File: src/rtl/param_reservation_station.sv
// param_reservation_station: parametrised Tomasulo reservation station.
// Holds dispatched instructions until both operands are valid, snoops the CDB
// for pending operands and issues ready entries over a valid/ready handshake.
// Optional feature macro RS_AGE_ORDER_EN: oldest-ready issue via an age matrix.
// Default build (macro undefined): lowest-index ready entry issues, no age state.
module param_reservation_station #(
   parameter int DATA_W   = 8,
   parameter int TAG_W    = 3,
   parameter int DEPTH    = 4,
   parameter int TAG_BASE = 1
) (
   input  logic                       clk,
   input  logic                       rst_n,
   input  logic                       flush,
   input  logic                       disp_valid,
   output logic                       disp_ready,
   output logic [TAG_W-1:0]           disp_tag,
   input  logic [DATA_W-1:0]          disp_op1,
   input  logic [DATA_W-1:0]          disp_op2,
   input  logic                       disp_op1_vbit,
   input  logic                       disp_op2_vbit,
   input  logic [TAG_W-1:0]           disp_op1_tag,
   input  logic [TAG_W-1:0]           disp_op2_tag,
   input  logic                       cdb_valid,
   input  logic [TAG_W-1:0]           cdb_tag,
   input  logic [DATA_W-1:0]          cdb_data,
   output logic                       iss_valid,
   input  logic                       iss_ready,
   output logic [DATA_W-1:0]          iss_op1,
   output logic [DATA_W-1:0]          iss_op2,
   output logic [TAG_W-1:0]           iss_tag,
   output logic [$clog2(DEPTH+1)-1:0] rs_count,
   output logic                       rs_full
);
   localparam int IDX_W = $clog2(DEPTH);
   localparam int CNT_W = $clog2(DEPTH + 1);

   typedef struct packed {
      logic              busy;
      logic              op1_vbit;
      logic              op2_vbit;
      logic [TAG_W-1:0]  op1_tag;
      logic [TAG_W-1:0]  op2_tag;
      logic [DATA_W-1:0] op1;
      logic [DATA_W-1:0] op2;
   } entry_t;

   entry_t           ent_q [DEPTH];
   entry_t           ent_d [DEPTH];
   logic [DEPTH-1:0] ready;
   logic             free_found;
   logic [IDX_W-1:0] free_idx;
   logic             sel_found;
   logic [IDX_W-1:0] sel_idx;
   logic [CNT_W-1:0] count;
   logic             do_disp;
   logic             do_iss;

   // Occupancy, ready vector and lowest-index free entry for allocation.
   always_comb begin
      // NOTE: every variable gets a default before any conditional write so no latch is inferred.
      count      = '0;
      free_found = 1'b0;
      free_idx   = '0;
      ready      = '0;
      for (int i = 0; i < DEPTH; i++) begin
         count    = count + CNT_W'(ent_q[i].busy);
         ready[i] = ent_q[i].busy && ent_q[i].op1_vbit && ent_q[i].op2_vbit;
         if (!ent_q[i].busy && !free_found) begin
            free_found = 1'b1;
            free_idx   = IDX_W'(i);
         end
      end
   end

`ifdef RS_AGE_ORDER_EN
   // age_q[i][j] = 1 means entry i was dispatched before entry j.
   logic [DEPTH-1:0] age_q [DEPTH];
   logic [DEPTH-1:0] age_d [DEPTH];
   logic             older_ready;

   // Select the oldest ready entry: one with no older ready entry.
   always_comb begin
      sel_found   = 1'b0;
      sel_idx     = '0;
      older_ready = 1'b0;
      for (int i = 0; i < DEPTH; i++) begin
         older_ready = 1'b0;
         for (int j = 0; j < DEPTH; j++)
            if (ready[j] && age_q[j][i]) older_ready = 1'b1;
         if (ready[i] && !older_ready && !sel_found) begin
            sel_found = 1'b1;
            sel_idx   = IDX_W'(i);
         end
      end
   end

   // New entry is younger than every busy entry; freed entries leave the matrix.
   always_comb begin
      for (int i = 0; i < DEPTH; i++) age_d[i] = age_q[i];
      if (do_disp) begin
         for (int j = 0; j < DEPTH; j++) begin
            age_d[j][free_idx] = ent_q[j].busy;
            age_d[free_idx][j] = 1'b0;
         end
      end
      if (do_iss) begin
         for (int j = 0; j < DEPTH; j++) begin
            age_d[sel_idx][j] = 1'b0;
            age_d[j][sel_idx] = 1'b0;
         end
      end
      if (flush) begin
         for (int i = 0; i < DEPTH; i++) age_d[i] = '0;
      end
   end

   // Age matrix register.
   always_ff @(posedge clk or negedge rst_n) begin
      if (!rst_n) begin
         for (int i = 0; i < DEPTH; i++) age_q[i] <= '0;
      end else begin
         for (int i = 0; i < DEPTH; i++) age_q[i] <= age_d[i];
      end
   end
`else
   // Select the lowest-index ready entry.
   always_comb begin
      sel_found = 1'b0;
      sel_idx   = '0;
      for (int i = 0; i < DEPTH; i++) begin
         if (ready[i] && !sel_found) begin
            sel_found = 1'b1;
            sel_idx   = IDX_W'(i);
         end
      end
   end
`endif

   assign rs_count   = count;
   assign rs_full    = (count == CNT_W'(DEPTH));
   assign disp_ready = !rs_full;
   assign disp_tag   = TAG_W'(TAG_BASE) + TAG_W'(free_idx);
   assign iss_valid  = sel_found;
   assign iss_op1    = iss_valid ? ent_q[sel_idx].op1 : '0;
   assign iss_op2    = iss_valid ? ent_q[sel_idx].op2 : '0;
   assign iss_tag    = iss_valid ? TAG_W'(TAG_BASE) + TAG_W'(sel_idx) : '0;
   assign do_disp    = disp_valid && disp_ready;
   assign do_iss     = iss_valid && iss_ready;

   // Next entry state: CDB snoop, issue release, dispatch with CDB bypass, flush.
   always_comb begin
      for (int i = 0; i < DEPTH; i++) begin
         ent_d[i] = ent_q[i];
         if (cdb_valid && ent_q[i].busy) begin
            if (!ent_q[i].op1_vbit && ent_q[i].op1_tag == cdb_tag) begin
               ent_d[i].op1      = cdb_data;
               ent_d[i].op1_vbit = 1'b1;
            end
            if (!ent_q[i].op2_vbit && ent_q[i].op2_tag == cdb_tag) begin
               ent_d[i].op2      = cdb_data;
               ent_d[i].op2_vbit = 1'b1;
            end
         end
      end
      if (do_iss) ent_d[sel_idx].busy = 1'b0;
      if (do_disp) begin
         ent_d[free_idx].busy     = 1'b1;
         ent_d[free_idx].op1      = disp_op1;
         ent_d[free_idx].op1_vbit = disp_op1_vbit;
         ent_d[free_idx].op1_tag  = disp_op1_tag;
         ent_d[free_idx].op2      = disp_op2;
         ent_d[free_idx].op2_vbit = disp_op2_vbit;
         ent_d[free_idx].op2_tag  = disp_op2_tag;
         // Same-cycle broadcast of a pending operand's producer must not be missed.
         if (cdb_valid && !disp_op1_vbit && disp_op1_tag == cdb_tag) begin
            ent_d[free_idx].op1      = cdb_data;
            ent_d[free_idx].op1_vbit = 1'b1;
         end
         if (cdb_valid && !disp_op2_vbit && disp_op2_tag == cdb_tag) begin
            ent_d[free_idx].op2      = cdb_data;
            ent_d[free_idx].op2_vbit = 1'b1;
         end
      end
      if (flush) begin
         for (int i = 0; i < DEPTH; i++) ent_d[i] = '0;
      end
   end

   // Entry array register.
   // NOTE: the entry array is control state (busy bits), so every entry is reset, not just a valid flag.
   // NOTE: sequential state uses non-blocking assignments so all flops sample pre-edge values.
   always_ff @(posedge clk or negedge rst_n) begin
      if (!rst_n) begin
         for (int i = 0; i < DEPTH; i++) ent_q[i] <= '0;
      end else begin
         for (int i = 0; i < DEPTH; i++) ent_q[i] <= ent_d[i];
      end
   end
endmodule

File: config.mk
export PLATFORM = sky130hd
export DESIGN_NAME = param_reservation_station
export DESIGN_NICKNAME = d
export VERILOG_FILES = /design/src/rtl/param_reservation_station.sv
export SDC_FILE = /design/constraint.sdc
export NUM_CORES = 1
export LEC_CHECK = 0
export CORE_ASPECT_RATIO = 1.1
export CORE_MARGIN = 2
export CORE_UTILIZATION = 30
export DETAILED_ROUTE_END_ITERATION = 8
export HOLD_SLACK_MARGIN = 0.12
export SYNTH_ARGS = -nofsm -noshare
export SYNTH_HDL_FRONTEND = slang
export SYNTH_SLANG_ARGS = --single-unit
File: constraint.sdc
create_clock -name clk -period 3.4 [get_ports clk]
set_input_delay 0.68 -clock clk [delete_from_list [all_inputs] [get_ports clk]]
set_output_delay 0.68 -clock clk [all_outputs]
set_load 0.05 [all_outputs]
==> metrics.md <==
| Metric | Value |
|---|---|
| Status | `finished clean` |
| Global router's overall resource usage | `19.19%` |
| Die span in y | `151.6 microns` |
| Die Area | `around 21000 sq um` |
| Max Slew Vio Count | `0` |
| IO buf count | `68` |
| Post-Layout Cell Count | `around 950` |
| Antenna cell count | `0` |
| PD cells | `around 370 nW/um^2` |
| Largest register FFs | `100` |
| Setup CP Type | `flop to primary output` |
| IO Pins | `69` |
| Max-Cap Viols | `0` |
| DR pass1 iterations | `8` |
| First-pass GRT wire length | `about 31000 microns` |
| Post-synthesis cell count | `around 660` |
| Final #Nets | `~740` |
| CP startpoint kind | `flop` |
| Initial Utilization | `around 31%` |
| Average wire per standard cell | `20.86 microns` |
| CP Capture Type | `primary output` |
| VDD IR-drop max | `0.2619 mV` |
| RR Endpoint | `ent_q[13]` |
| Number of global-route vias before repair | `between 5000 and 6000` |
| CTS root buf | `clkbuf_16` |
| Core footprint | `between 15000 and 20000 sq um` |
| Yosys warns | `0` |
| Clk sink count | `100` |
| Post-synthesis sequential area ratio | `42.14%` |
| Worst skew pair latency | `~0.36 ns` |
| Placement Rows | `53` |
| Synth-to-layout area growth | `21.72%` |
| Tightest Pin Transition | `slightly below 0.9 ns` |
| Final worst path period share | `a little over nine tenths` |
| R2R cell count | `8` |
| Filler cell count | `around 2000` |
| Largest net degree at the start of global routing | `around 100` |
| Final Setup Violations | `0` |
| CTS resizes | `0` |
| Crit Path Max Fanout | `6` |
| Leakage | `~2.8 nW` |
| Routed Antenna Nets | `0` |
| Min Tclk post-route | `3.275 ns` |
| Share of cells above drive strength 1 | `9.415%` |
| Dpl cells | `slightly above 900` |
| H-tree depth | `3` |
| Req. time, crit path | `between 2 and 3 ns` |
| Reg2reg setup slack | `roughly 0.52 ns` |
| Setup_tns | `0 ns` |
| Ys async rst share | `100.0%` |
| Clock buffer depth | `2` |
| TritonCTS Buffers | `9` |
| FF+latch count, synth | `100` |
| Headroom to the max-slew limit | `~42%` |
| Achievable frequency | `305.4 MHz` |
| Post-CTS setup buffers | `0` |
| Reg-to-Reg Start | `ent_q[49]` |
| Hold Path Class | `input port to asynchronous set/reset pin` |
| Syn Nets | `709` |
| Critical Path Start | `ent_q[49]` |
| Clock Skew | `about 0.007 ns` |
| DRC Markers | `0` |
| Iter 0 DRT Violations | `469` |
| Initial antenna violation count | `0` |
| Hold Fails Final Rpt | `0` |
| CTS tree | `built` |
| Die width | `~140 microns` |
| Synthesized area per cell | `roughly 9 sq um` |
| RePlAce Congestion | `0.8172` |
| Post-synth EDFFs | `0` |
| Post-DR vias/cell | `5.750` |
| Via count | `roughly 5500` |
| RSZ-0062 raised after global routing | `no` |
| Drt total wl | `between 15000 and 20000 microns` |
| Most flop-heavy register | `ent_q` |
| Distinct cell type count after synthesis | `40` |
| Worst Setup EP | `rs_count[1]` |
| Synthesized area | `5938 sq um` |
| Clock input transition at the sequential cells of the worst setup and hold paths | `around 0.070 ns` |
| Dpl hpwl | `approximately 13000 microns` |
| Post-CTS Hold Fix Bufs | `0` |
| GR Overflow Total | `0` |
| Post-synth top flop | `dfrtp_1` |
| WP data arrival | `2.59 ns` |
| Biggest regs | `ent_q x100` |
==> worst min-delay path by stage <==
| stage | cells after the start | slack (ns) | startpoint | endpoint |
|---|---|---|---|---|
| CTS | 1 | 0.30 | rst_n | ent_q[84] |
| global placement | 2 | 0.52 | ent_q[40] | ent_q[40] |
| detailed placement | 2 | 0.53 | ent_q[32] | ent_q[32] |
| floorplan | 0 | 0.38 | rst_n | ent_q[0] |
| global route | 1 | 0.31 | rst_n | ent_q[89] |
| finish | 1 | 0.28 | rst_n | ent_q[89] |
==> cells in the final DEF, fill, tap and decap left out, types with 3 or more instances in the layout <==
master	instances
buf_4	22
inv_1	5
o41a_1	3
dfrtp_1	100
xor2_1	15
nor4_4	3
buf_12	20
and4_1	5
a2bb2oi_1	16
nand4_1	11
a221oi_1	65
a211oi_1	8
xnor2_1	15
o21ai_0	34
nor3_1	16
and3b_1	5
clkdlybuf4s50_1	47
mux2i_1	16
nand3_1	9
clkbuf_1	4
nor2_1	11
or4_1	3
nand3b_1	3
and3_1	8
and2_1	5
nand2_1	127
clkbuf_16	9
a21oi_1	88
a221oi_2	3
ha_1	6
==> cells in the mapped netlist, types with 8 or more instances <==
library cell / n / share of area [%]
a211oi_1: 8 / 1.0
a21oi_1: 88 / 7.4
a221oi_1: 65 / 9.6
a2bb2oi_1: 16 / 2.4
and3_1: 8 / 0.84
buf_2: 14 / 1.2
buf_4: 11 / 1.4
clkbuf_1: 30 / 1.9
dfrtp_1: 100 / 42
mux2i_1: 16 / 2.7
nand2_1: 127 / 8.0
nand3_1: 10 / 0.84
nand4_1: 11 / 1.2
nor2_1: 11 / 0.70
nor3_1: 16 / 1.3
o21ai_0: 34 / 2.9
xnor2_1: 15 / 2.2
xor2_1: 15 / 2.2
==> power breakdown <==
part	leakage, nW	switching (W)	total [W]	internal (W)
Clock	0.131	0.000457	0.000973	0.000516
Combinational	1.29	0.000268	0.000420	0.000152
Sequential	1.37	0.0000341	0.00128	0.00124
Total	2.78	0.000759	0.00267	0.00191
==> layer usage <==
| metal | routed length, microns | share of wire (%) | global-route usage [%] | vias to the layer above |
|---|---|---|---|---|
| met4 | 583 | 2.9 | 9.286 | 0 |
| li1 | - | - | - | 2518 |
| met3 | 1183 | 6.0 | 3.551 | 36 |
| met2 | 9502 | 48 | 31.53 | 219 |
| met5 | 0 | 0 | 0 | - |
| met1 | 8507 | 43 | 24.56 | 2678 |
==> worst max-delay path, stage by stage, from the launching register on <==
cell,delay [ns]
dfrtp_1,0.46
fa_1,0.49
ha_1,0.20
ha_1,0.29
clkdlybuf4s50_1,0.80
==> layout make-up <==
type                            instances  area [sq um]  area share, %
Inverter                                5         18.77         0.2597
Timing Repair Buffer                   90          1041          14.40
Tap cell                              247         309.0          4.276
Multi-Input combinational cell        490          3093          42.79
Clock inverter                          2         10.01         0.1385
Clock buffer                           14         254.0          3.514
Sequential cell                       100          2502          34.62
==> stage by stage <==
| stage | setup slack, ns | instance area, sq um | utilization [%] | hold WS, ns | total power (W) |
|---|---|---|---|---|---|
| 2_1_floorplan | 0.1849 | 5938 | - | 0.3844 | 0.001544 |
| 3_3_place_gp | 0.4751 | 6957 | 36.17 | 0.5198 | 0.001712 |
| 6_report | 0.1254 | 7228 | 37.59 | 0.2841 | 0.002669 |
| 5_1_grt | 0.03650 | 7228 | 37.59 | 0.3098 | 0.002782 |
| 4_1_cts | 0.08891 | 7221 | 37.55 | 0.2957 | 0.002687 |
| 3_5_place_dp | 0.4369 | 6957 | 36.17 | 0.5292 | 0.001716 |
==> kinds of logic (layout without fill, tap and decap cells) <==
kind of cell | Yosys count | after routing | synth area share [%]
AO/OA/AOI/OAI | 221 | 221 | 25.09
AND/OR/NAND/NOR | 216 | 216 | 17.93
flip-flops | 100 | 100 | 42.14
buffers and inverters | 71 | 111 | 6.110
XOR/XNOR | 30 | 30 | 4.425
multiplexers | 16 | 16 | 2.697
adder cells (fa/ha/maj) | 7 | 7 | 1.601
Power figures use the tool's default switching activity.
